--- src/rtl/spirose_pkg.sv ---
// Shared types and defaults for the hall-sensor slice timing path.
// Latency: n/a (declarations only). Backpressure: n/a.
package spirose_pkg;

    localparam int SLICES_DEFAULT = 128;
    localparam int SLICE_W        = $clog2(SLICES_DEFAULT);

    typedef enum logic [1:0] {
        UNLOCKED,
        ACQUIRE,
        LOCKED
    } hall_state_t;

endpackage

--- src/rtl/hall_debouncer.sv ---
// Synchronizes the raw active-low hall input and accepts a level only after DEBOUNCE equal samples.
// Latency: 2 sync cycles + DEBOUNCE samples to hall_stable/fall. Backpressure: none, free-running.
module hall_debouncer #(
    parameter int DEBOUNCE = 16
) (
    input  logic clk,
    input  logic rst,
    input  logic hall_n,
    output logic hall_stable,
    output logic fall
);

    localparam int            CW   = $clog2(DEBOUNCE + 1);
    localparam logic [CW-1:0] LAST = CW'(DEBOUNCE - 1);

    logic          sync1;
    logic          sync2;
    logic [CW-1:0] cnt;

    always_ff @(posedge clk or posedge rst) begin
        if (rst) begin
            sync1       <= 1'b1;
            sync2       <= 1'b1;
            hall_stable <= 1'b1;
            cnt         <= '0;
            fall        <= 1'b0;
        end else begin
            sync1 <= hall_n;
            sync2 <= sync1;
            fall  <= 1'b0;
            // Any sample that agrees with the accepted level restarts the run.
            if (sync2 == hall_stable) begin
                cnt <= '0;
            end else if (cnt == LAST) begin
                hall_stable <= sync2;
                cnt         <= '0;
                fall        <= ~sync2;
            end else begin
                cnt <= cnt + 1'b1;
            end
        end
    end

endmodule

--- src/rtl/hall_slice_sync.sv ---
// Measures the rotor period from hall edges and spreads SLICES position_sync strobes evenly per turn.
// Latency: hall_n fall to turn_start = 3 + DEBOUNCE cycles. Backpressure: none, strobes are fire-and-forget.
module hall_slice_sync
    import spirose_pkg::*;
#(
    parameter int SLICES     = SLICES_DEFAULT,
    parameter int PERIOD_W   = 24,
    parameter int MIN_PERIOD = 1000,
    parameter int MAX_PERIOD = 2**24 - 1,
    parameter int DEBOUNCE   = 16
) (
    input  logic                      clk,
    input  logic                      rst,
    input  logic                      hall_n,
    output logic                      position_sync,
    output logic                      turn_start,
    output logic [$clog2(SLICES)-1:0] slice_idx,
    output logic                      locked,
    output logic [PERIOD_W-1:0]       period
);

    localparam int                  SW       = $clog2(SLICES);
    localparam logic [PERIOD_W-1:0] MIN_P    = PERIOD_W'(MIN_PERIOD);
    localparam logic [PERIOD_W-1:0] MAX_P    = PERIOD_W'(MAX_PERIOD);
    localparam logic [PERIOD_W:0]   SLICES_A = (PERIOD_W + 1)'(SLICES);
    localparam logic [SW-1:0]       LAST_IDX = SW'(SLICES - 1);

    logic hall_stable;
    logic hall_fall;

    hall_debouncer #(
        .DEBOUNCE (DEBOUNCE)
    ) u_debouncer (
        .clk         (clk),
        .rst         (rst),
        .hall_n      (hall_n),
        .hall_stable (hall_stable),
        .fall        (hall_fall)
    );

    hall_state_t         state_q, state_d;
    logic [PERIOD_W-1:0] cnt_q, cnt_d;
    logic [PERIOD_W:0]   acc_q, acc_d;
    logic [PERIOD_W:0]   acc_t;
    logic [PERIOD_W-1:0] period_d;
    logic [SW-1:0]       idx_d;
    logic                ps_d;
    logic                ts_d;
    logic                edge_evt;
    logic                accept;
    logic                lost;

    // fall is only ever raised together with the debounced level going low.
    assign edge_evt = hall_fall & ~hall_stable;
    assign accept   = edge_evt && ((state_q == UNLOCKED) || (cnt_q >= MIN_P));
    assign lost     = (state_q != UNLOCKED) && (cnt_q == MAX_P);
    assign acc_t    = acc_q + SLICES_A;

    always_comb begin
        state_d  = state_q;
        cnt_d    = (cnt_q == MAX_P) ? cnt_q : cnt_q + 1'b1;
        acc_d    = acc_q;
        period_d = period;
        idx_d    = slice_idx;
        ps_d     = 1'b0;
        ts_d     = 1'b0;

        if (lost) begin
            state_d = UNLOCKED;
            acc_d   = '0;
            idx_d   = '0;
        end else if (accept) begin
            cnt_d = '0;
            if (state_q == UNLOCKED) begin
                state_d = ACQUIRE;
            end else begin
                // cnt restarts at 0 on the edge cycle, so the edge-to-edge distance is cnt+1.
                state_d  = LOCKED;
                period_d = cnt_q + 1'b1;
                acc_d    = '0;
                idx_d    = '0;
                ps_d     = 1'b1;
                ts_d     = 1'b1;
            end
        end else if (state_q == LOCKED) begin
            if (acc_t >= {1'b0, period}) begin
                acc_d = acc_t - {1'b0, period};
                // Hold on the last slice until the next edge if the rotor slows down.
                if (slice_idx != LAST_IDX) begin
                    idx_d = slice_idx + 1'b1;
                    ps_d  = 1'b1;
                end
            end else begin
                acc_d = acc_t;
            end
        end
    end

    always_ff @(posedge clk or posedge rst) begin
        if (rst) begin
            state_q       <= UNLOCKED;
            cnt_q         <= '0;
            acc_q         <= '0;
            period        <= '0;
            slice_idx     <= '0;
            position_sync <= 1'b0;
            turn_start    <= 1'b0;
            locked        <= 1'b0;
        end else begin
            state_q       <= state_d;
            cnt_q         <= cnt_d;
            acc_q         <= acc_d;
            period        <= period_d;
            slice_idx     <= idx_d;
            position_sync <= ps_d;
            turn_start    <= ts_d;
            locked        <= (state_d == LOCKED);
        end
    end

endmodule

--- config.mk ---
export PLATFORM = sky130hd
export DESIGN_NAME = hall_slice_sync
export DESIGN_NICKNAME = d
export VERILOG_FILES = /design/src/rtl/spirose_pkg.sv /design/src/rtl/hall_debouncer.sv /design/src/rtl/hall_slice_sync.sv
export SDC_FILE = /design/constraint.sdc
export NUM_CORES = 1
export LEC_CHECK = 0
export CAP_MARGIN = 20
export CORE_MARGIN = 10
export CORE_UTILIZATION = 46
export CTS_CLUSTER_SIZE = 16
export DETAILED_ROUTE_END_ITERATION = 8
export PLACE_DENSITY = 0.68
export SLEW_MARGIN = 15
export SYNTH_ARGS = -nofsm -noshare
export SYNTH_HDL_FRONTEND = slang
export SYNTH_SLANG_ARGS = --single-unit
--- constraint.sdc ---
create_clock -name clk -period 5.3 [get_ports clk]
set_clock_uncertainty 0.1 [all_clocks]
set_input_delay 1.06 -clock clk [delete_from_list [all_inputs] [get_ports clk]]
set_output_delay 1.06 -clock clk [all_outputs]
set_load 0.1 [all_outputs]
==> results.md, run 1 <==
- Period utilization: 0.788
- Top-area cell type share of the netlist area: 0.389
- CTS Buf Count: 9
- Top_reg_cell synth: dfrtp_1
- Pwr Density: between 200 and 250 nW/µm²
- Post-layout nets: around 730
- Vias per inst: between 5 and 6
- Final GP Congestion: about 0.95
- Crit path kind: flop to flop
- Clock-pin slew on the worst setup and hold paths: around 0.070 ns
- Worst reg2reg path startpoint: acc_q[11]
- Synth Register Bits: 94
- Post-CTS Setup Bufs: 0
- Synth top area cells: dfrtp_1 (39%), a21oi_1 (6.5%), ha_1 (6.2%), xnor2_1 (4.6%), nor2_1 (4.6%)
- Post-synth top area cell: dfrtp_1
- Detailed Place HPWL: roughly 11 mm
- Fmax achieved: between 200 and 250 MHz
- DR DRC count: 0
- Top-count cell post-synth: dfrtp_1
- WL final: ~15 mm
- Ys Warns: 0
- Seq/Total Area, Yosys: 0.403
- RSZ-0062 raised after global routing: false
- Layout overhead on the synthesized area: 14.2%
- Vias in the first global route: slightly below 5000
- First-pass GRT wire length: roughly 24 mm
- Endpoints failing setup: 0
- Port bufs: 36
- VDD IR max: 0.000232 V
- DP Cell Count: 856
- Crit path max fanout: 9
- Largest net degree at the start of global routing: 56
- Post-Syn Area: slightly below 6000 µm²
- Vias after detailed routing: between 4000 and 5000
- Syn Nets: approximately 700
- CTS Sinks: 94
- LEAKAGE: about 3 nW
- Syn Area/Cell: about 8.8 µm²
- TNS Setup: 0 ns
- Core footprint: 12500 µm²
- CTS H-tree depth: 3
- Die Area: between 15000 and 20000 µm²
- Hold_buf cts: 0
- Max transition margin: 0.322
- Crit path arrival time: roughly 4.3 ns
- # diodes: 0
- 1st-pass router iterations: 4
- HP Class: flop to flop
- Initial core utilization: 0.467
- CTS tree: done
- Layout Cells excl Fill: 872
- Clock root cell: clkbuf_16
- Setup crit start: acc_q[11]
- Number of synthesized flops with an enable pin: 0
- Worst Setup End Kind: flop
- Slew @ Worst Pin: 1.02 ns
- Maxcap violations: 0
- Ports: 37
- Die W: 133 µm
- Die Y: roughly 130 µm
- Syn Inst Count: 665
- Row count: 41
- Clock period minus worst slack: around 4.2 ns
- Hold Vio Cnt, Final: 0
- Hold path start: u_debouncer.sync1
- Async SR Flop Fraction: 1.00
- Count of pins over their slew limit: 0
- WP data required: roughly 5.5 ns
- Clock Latency Late Sink: around 0.36 ns
- Status: finished, final reports clean
- Gr ovfl total: 0
- Post-CTS Resized: 0
- Iter 0 DRT Violations: approximately 330
- Crit start category: flop
- ANT nets after route: 0
- Initial antenna violation count: 0
- Routed wire length per instance: 16.8 µm
- Ratio of cells with drive above 1 in the final layout: 0.0600
- Post-synth cell types: 69
- Tot GR Track Use: 0.168
- Synth cell count leaders: dfrtp_1 (91), a21oi_1 (76), nor2_1 (72)
- Clock Path Buffers: 2
-- cell type report --
| class | count | area [µm²] |
|---|---|---|
| tap | 172 | 215 |
| sequential | 94 | 2360 |
| clock inverter | 5 | 65.1 |
| timing repair buffer | 39 | 383 |
| fill | 1187 | 5840 |
| multi-input combinational | 509 | 3250 |
| clock buffer | 11 | 253 |
| inverter | 42 | 159 |
-- kinds of logic after synthesis --
kind of cell	Yosys count	share of synthesized area
AND/OR/NAND/NOR	229	0.197
buffers and inverters	62	0.0421
adder cells (fa/ha/maj)	30	0.0655
AO/OA/AOI/OAI	183	0.190
flip-flops	94	0.403
multiplexers	7	0.0133
XOR/XNOR	60	0.0899
-- sequential cells by signal, indices dropped and copies added (netlist names), 2 cells and up --
register and flops:
slice_idx 7, cnt_q 24, state_q 2, period 24
u_debouncer.cnt 5, acc_q 25
-- placed cells by master, fill, tap and decap left out, types with 6 or more instances in the layout --
cell type,instances
nor2_1,71
nand4_1,13
a21o_1,11
ha_1,29
and3_1,10
clkbuf_16,9
nor3_1,7
o21ai_0,40
o21ai_1,13
a31oi_1,7
xor2_1,29
a21oi_1,76
nand2b_1,6
nand2_1,58
dfrtp_1,91
xnor2_1,31
nand3_1,26
inv_1,41
clkdlybuf4s50_1,36
-- power by group --
group,internal (mW),switching [mW]
Sequential,0.720,0.00241
Combinational,0.00437,0.0161
Clock,0.396,0.296
Total,1.12,0.314
-- per-layer routing --
metal,share of wire,global-route usage,vias up
li1,-,-,2401
met1,0.45,0.206,2343
met2,0.49,0.281,81
met3,0.038,0.0386,21
met4,0.018,0.0599,0
met5,0,0,-
-- critical path: stages (launching register included) --
cell      delay [ns]
dfrtp_1         0.45
nand4_1         0.27
nor2_1          0.22
and4_1          0.30
and3_1          0.25
and3_1          0.25
nand3_1         0.11
xnor2_1         0.21
ha_1            0.32
and4_1          0.24
nand3_1         0.07
o211ai_1        0.10
a211oi_2        0.27
or2_1           0.38
a31oi_1         0.09
mux2_4          0.27
o22a_1          0.17
-- through the flow --
stage	setup slack [ns]	power (mW)	hold WS [ns]	util	instance area [µm²]
floorplan	1.51	0.750	0.245	-	5850
global placement	1.30	0.758	0.252	0.508	6360
detailed placement	1.22	0.758	0.248	0.508	6360
CTS	1.19	1.46	0.261	0.534	6680
global route	0.780	1.49	0.266	0.534	6680
finish	1.12	1.43	0.261	0.534	6680
-- path summary, 6_finish.rpt --
| check | endpoint | slack (ns) | cells past startpoint |
|---|---|---|---|
| max in group asynchronous | acc_q[24] | 2.96 | 3 |
| worst max-delay path | acc_q[24] | 1.12 | 16 |
| worst max register to register | acc_q[24] | 1.12 | 16 |
| worst min register to register | u_debouncer.sync2 | 0.26 | 0 |
| min in group asynchronous | cnt_q[6] | 1.00 | 2 |
| worst min-delay path | u_debouncer.sync2 | 0.26 | 0 |
Power figures use the tool's default switching activity.
==> run 2, diff against run 1 <==
==> constraint.sdc (replaced) <==
create_clock -name clk -period 4.36 [get_ports clk]
set_clock_uncertainty 0.1 [all_clocks]
set_input_delay 0.872 -clock clk [delete_from_list [all_inputs] [get_ports clk]]
set_output_delay 0.872 -clock clk [all_outputs]
set_load 0.1 [all_outputs]
==> results.md, run 2 (synthesis results as in run 1) <==
- # diodes: 0
- Post-layout nets: 735
- Fmax achieved: 243 MHz
- Crit-path cells: ha_2 -> nand2_1 -> nor2_1 -> and4_1 -> and3_1 -> and3_2 -> nand3_1 -> xnor2_1 -> ha_1 -> and4_1 -> nand3_1 -> o211ai_1 -> a211oi_4 -> or2_1 -> a31oi_1 -> mux2_4 -> o22a_1
- Clock Path Buffers: 2
- Clock Latency Late Sink: about 0.35 ns
- Crit start category: flop
- LEAKAGE: 2.97 nW
- Detailed Place HPWL: around 11 mm
- Top Usage Layer GRT: met2
- Vias after detailed routing: roughly 5000
- Crit path kind: flop to flop
- Die Y: about 130 µm
- Status: finished, final reports clean
- Endpoints failing setup: 0
- Pwr Density: between 200 and 300 nW/µm²
- CP bufs+invs: 0
- Clock root cell: clkbuf_16
- Clock Power Share: 0.474
- Final Instance Area: ~6800 µm²
- CTS H-tree depth: 3
- Crit-path leading delay family: simple AND/OR/NAND/NOR gates
- CTS Sinks: 94
- Critical Path Max Stage Delay: approximately 0.44 ns
- Period utilization: 0.942
- ANT nets after route: 0
- Worst Setup End Kind: flop
- Die Area: approximately 18000 µm²
- Max transition margin: 0.338
- Iter 0 DRT Violations: 290
- CTS tree: done
- Switch Pwr: ~0.38 mW
- Setup crit start: acc_q[8]
- Critical Path Stages: 17
- Commonest non-fill, non-tap cell in the layout: dfrtp_1
- Initial antenna violation count: 0
- First-pass GRT wire length: about 25 mm
- Cell Int Power: approximately 1.3 mW
- Gr ovfl total: 0
- Crit path arrival time: around 4.3 ns
- Die W: approximately 130 µm
- Sw frac: 0.218
- Part of the power in registers: 0.510
- Crit path max fanout: 5
- CTS Buf Count: 9
- Layout overhead on the synthesized area: 15.7%
- Worst Reg-to-Reg Cells: 17
- Ratio of cells with drive above 1 in the final layout: 0.0778
- Port bufs: 36
- HP Class: flop to flop
- Largest register FFs: 25
- Worst Slack Setup Final: around 0.25 ns
- Final GP Congestion: between 0.9 and 1
- Maxcap violations: 0
- Routed wire length per instance: 16.8 µm
- Logic pwr share: 0.016
- WP data required: 4.50 ns
- Hold_buf cts: 0
- Most frequent cells in the layout: dfrtp_1 (89), a21oi_1 (76), nor2_1 (70), nand2_1 (58), inv_1 (41)
- Place WS: 0.143 ns
- Clock-pin slew on the worst setup and hold paths: approximately 0.070 ns
- TNS Setup: 0 ns
- Met2 Track Usage GR: 0.291
- Crit-path slowest cell: a211oi_4
- Setup slack, reg-to-reg: about 0.25 ns
- Hold Vio Cnt, Final: 0
- Worst reg2reg path startpoint: acc_q[8]
- Initial core utilization: 0.467
- 1st-pass router iterations: 4
- Routing usage on met1: 0.206
- Met3 track demand over resource: 0.0307
- Most flop-heavy register: acc_q
- Largest net degree at the start of global routing: 44
- Clock period minus worst slack: between 4 and 5 ns
- Vias per inst: ~5.6
- Row count: 41
- Worst Setup EP: acc_q[24]
- VDD IR max: approximately 0.00025 V
- WL final: about 15 mm
- Placement-stage cell area: between 6000 and 7000 µm²
- Worst r2r dst: acc_q[24]
- Vias in the first global route: roughly 5000
- Tot GR Track Use: 0.171
- Ports: 37
- Slew @ Worst Pin: between 0.9 and 1 ns
- DR DRC count: 0
- Count of pins over their slew limit: 0
- Core footprint: between 10000 and 15000 µm²
- Top Registers: acc_q x25, cnt_q x24, period x24
[run 2: how the worst min path moves through the flow]
stage                 startpoint                end  slack [ns]  cells past startpoint
2_1_floorplan  u_debouncer.sync1  u_debouncer.sync2        0.25                      0
3_3_place_gp   u_debouncer.sync1  u_debouncer.sync2        0.25                      0
3_5_place_dp   u_debouncer.sync1  u_debouncer.sync2        0.25                      0
4_1_cts        u_debouncer.sync1  u_debouncer.sync2        0.26                      0
5_1_grt        u_debouncer.sync1  u_debouncer.sync2        0.27                      0
6_report       u_debouncer.sync1  u_debouncer.sync2        0.26                      0
[run 2: through the flow]
stage	hold WS, ns	power (mW)	utilization	instances
after detailed placement	0.249	0.925	0.513	862
final	0.260	1.72	0.541	879
after global placement	0.250	0.922	0.511	861
after floorplan	0.245	0.912	-	665
after CTS	0.262	1.74	0.537	878
after global routing	0.267	1.78	0.541	879
[run 2: layout make-up]
cell class,count,area (µm²)
inverters,42,159
multi-input cells,509,3280
clock buffers,10,239
flip-flops and latches,94,2360
clock inverters,6,66.3
fillers,1179,5750
repair buffers,46,452
well taps,172,215
[run 2: worst reg2reg max path: stages (launching register included)]
cell and delay (ns):
dfrtp_1 0.40, ha_2 0.25, nand2_1 0.07, nor2_1 0.13
and4_1 0.28, and3_1 0.26, and3_2 0.25, nand3_1 0.10
xnor2_1 0.20, ha_1 0.32, and4_1 0.26, nand3_1 0.09
o211ai_1 0.14, a211oi_4 0.44, or2_1 0.19, a31oi_1 0.06
mux2_4 0.28, o22a_1 0.18
[run 2: power groups by stage]
| stage | Combinational [mW] | Sequential (mW) | Clock, mW |
|---|---|---|---|
| after detailed placement | 0.0301 | 0.895 | 0 |
| after floorplan | 0.0176 | 0.895 | 0 |
| after CTS | 0.0301 | 0.879 | 0.830 |
| after global placement | 0.0267 | 0.895 | 0 |
| final | 0.0284 | 0.879 | 0.816 |
| after global routing | 0.0338 | 0.878 | 0.870 |
[run 2: routing by layer]
| layer | part of all wire | up-vias |
|---|---|---|
| li1 | - | 2411 |
| met1 | 0.44 | 2438 |
| met2 | 0.51 | 86 |
| met3 | 0.040 | 23 |
| met4 | 0.020 | 0 |
| met5 | 0 | - |
[run 2: repair_timing]
item                                    4_1_cts  5_1_grt
buffers inserted                              0        1
gates resized for setup                       0       10
endpoints found under the hold margin         0        0
endpoints found under the setup margin        0       24
==> patch: new RTL, config.mk and constraints of run 2 <==
`MIN_PERIOD`: 1000 -> 500.
--- a/src/rtl/hall_slice_sync.sv
+++ b/src/rtl/hall_slice_sync.sv
@@ -5,7 +5,7 @@
 #(
     parameter int SLICES     = SLICES_DEFAULT,
     parameter int PERIOD_W   = 24,
-    parameter int MIN_PERIOD = 1000,
+    parameter int MIN_PERIOD = 500,
     parameter int MAX_PERIOD = 2**24 - 1,
     parameter int DEBOUNCE   = 16
 ) (
Formal check against the unedited RTL: no difference found for any inputs over 10 cycles, from zero or initial values and one cycle with rst high; that may be too few to reach the edited logic, so the function may still have changed.
==> patch against run 2 <==
- total power decreased by 4.2%
- setup slack improved by 0.18 ns
- via count increased by 1.4%
- cell area is 1.5% lower
- critical path depth down 2
- worst hold slack got worse by 0.0021 ns
- core utilization is 0.79 points lower
- synthesized area about the same
- fmax grew 4.5%
- wire length is 0.12% lower
- sequential cell count stayed put
- count of clock-buffer cells in the layout did not move
==> patch: results (changes against run 2) <==
sum of met2 wire segment lengths after detailed routing=6.93 mm (-7.2%); met1 Usage GRT=22.0% (+1.3 points); worst voltage drop across the vdd grid=0.167 mV (-32%); Mapped Nets=689 (-1.3%); pin count of the biggest net entering global routing=62 (+41%); final wirelength=14.8 mm (-0.12%); number of unique standard cell types used by synthesis=65 (-5.8%); CP Data Arrival Time=4.04 ns (-0.21 ns); number of instances in the synthesized netlist=656 (-1.4%); GRT met3 Usage=3.18% (+0.11 points); initial DRC count=449 (+55%); routed wire length on met3=930 microns (+58%); cell leakage power=2.94 nW (-1.0%); grt met2 use=25.9% (-3.2 points); cell types occupying the most area after synthesis=sky130_fd_sc_hd__dfrtp_1, sky130_fd_sc_hd__ha_1, sky130_fd_sc_hd__a21oi_1; vias per inst=5.81 (+2.9%); Post-Synth Adder-Cell Area=6.54% (about the same); global-route wire length before repair=24.0 mm (-3.0%); Wirelength per Cell=17.0 microns (+1.4%); sequential cell area fraction in the yosys report=40.3% (about the same); outcome=finished, final reports clean; top cells by count, synth=sky130_fd_sc_hd__dfrtp_1, sky130_fd_sc_hd__a21oi_1, sky130_fd_sc_hd__nor2_1, sky130_fd_sc_hd__inv_1, sky130_fd_sc_hd__nand2_1; Routability Congestion=0.921 (-4.5%); biggest fanout along the worst timing path=25 (+20); number of placed instances with taps included=850 (-1.4%); placement-stage worst setup slack=0.435 ns (+0.292 ns)
patch: cell count changes after synthesis, sizes merged, moves of 7 or more:
cell,change
nor3,+15
nand2,-17
o21ai,-26
nor2,-17
o22ai,+9
inv,+7
a21oi,-9
patch: final timing paths:
path                       depth (start not counted)  slack (ns)                  to
min in group asynchronous                          2        0.92  u_debouncer.cnt[2]
max in group asynchronous                          3        2.46            cnt_q[6]
min                                                0        0.26   u_debouncer.sync2
min reg2reg                                        0        0.26   u_debouncer.sync2
max reg2reg                                       15        0.43            acc_q[0]
max                                               15        0.43            acc_q[0]
patch: kinds of logic after synthesis:
family / Yosys count
multiplexers: 9
XOR/XNOR: 63
flip-flops: 94
AO/OA/AOI/OAI: 166
AND/OR/NAND/NOR: 221
adder cells (fa/ha/maj): 30
buffers and inverters: 73
patch: layout make-up:
class	instances	area, sq um
fillers	1187	5850
multi-input cells	489	3200
flip-flops and latches	94	2360
repair buffers	46	435
clock buffers	10	229
well taps	172	215
inverters	49	186
clock inverters	6	47.5
patch: critical path: stages, from the launching register on:
cell	delay [ns]
sky130_fd_sc_hd__dfrtp_1	0.43
sky130_fd_sc_hd__ha_1	0.28
sky130_fd_sc_hd__nand2_1	0.15
sky130_fd_sc_hd__nor2_1	0.34
sky130_fd_sc_hd__nand3_1	0.17
sky130_fd_sc_hd__nor3_1	0.22
sky130_fd_sc_hd__xnor2_1	0.12
sky130_fd_sc_hd__ha_1	0.39
sky130_fd_sc_hd__nand4_1	0.15
sky130_fd_sc_hd__nor3_1	0.27
sky130_fd_sc_hd__nand2_1	0.09
sky130_fd_sc_hd__nand3_1	0.17
sky130_fd_sc_hd__nor2_2	0.04
sky130_fd_sc_hd__buf_4	0.23
sky130_fd_sc_hd__a21oi_1	0.46
sky130_fd_sc_hd__o22ai_1	0.18
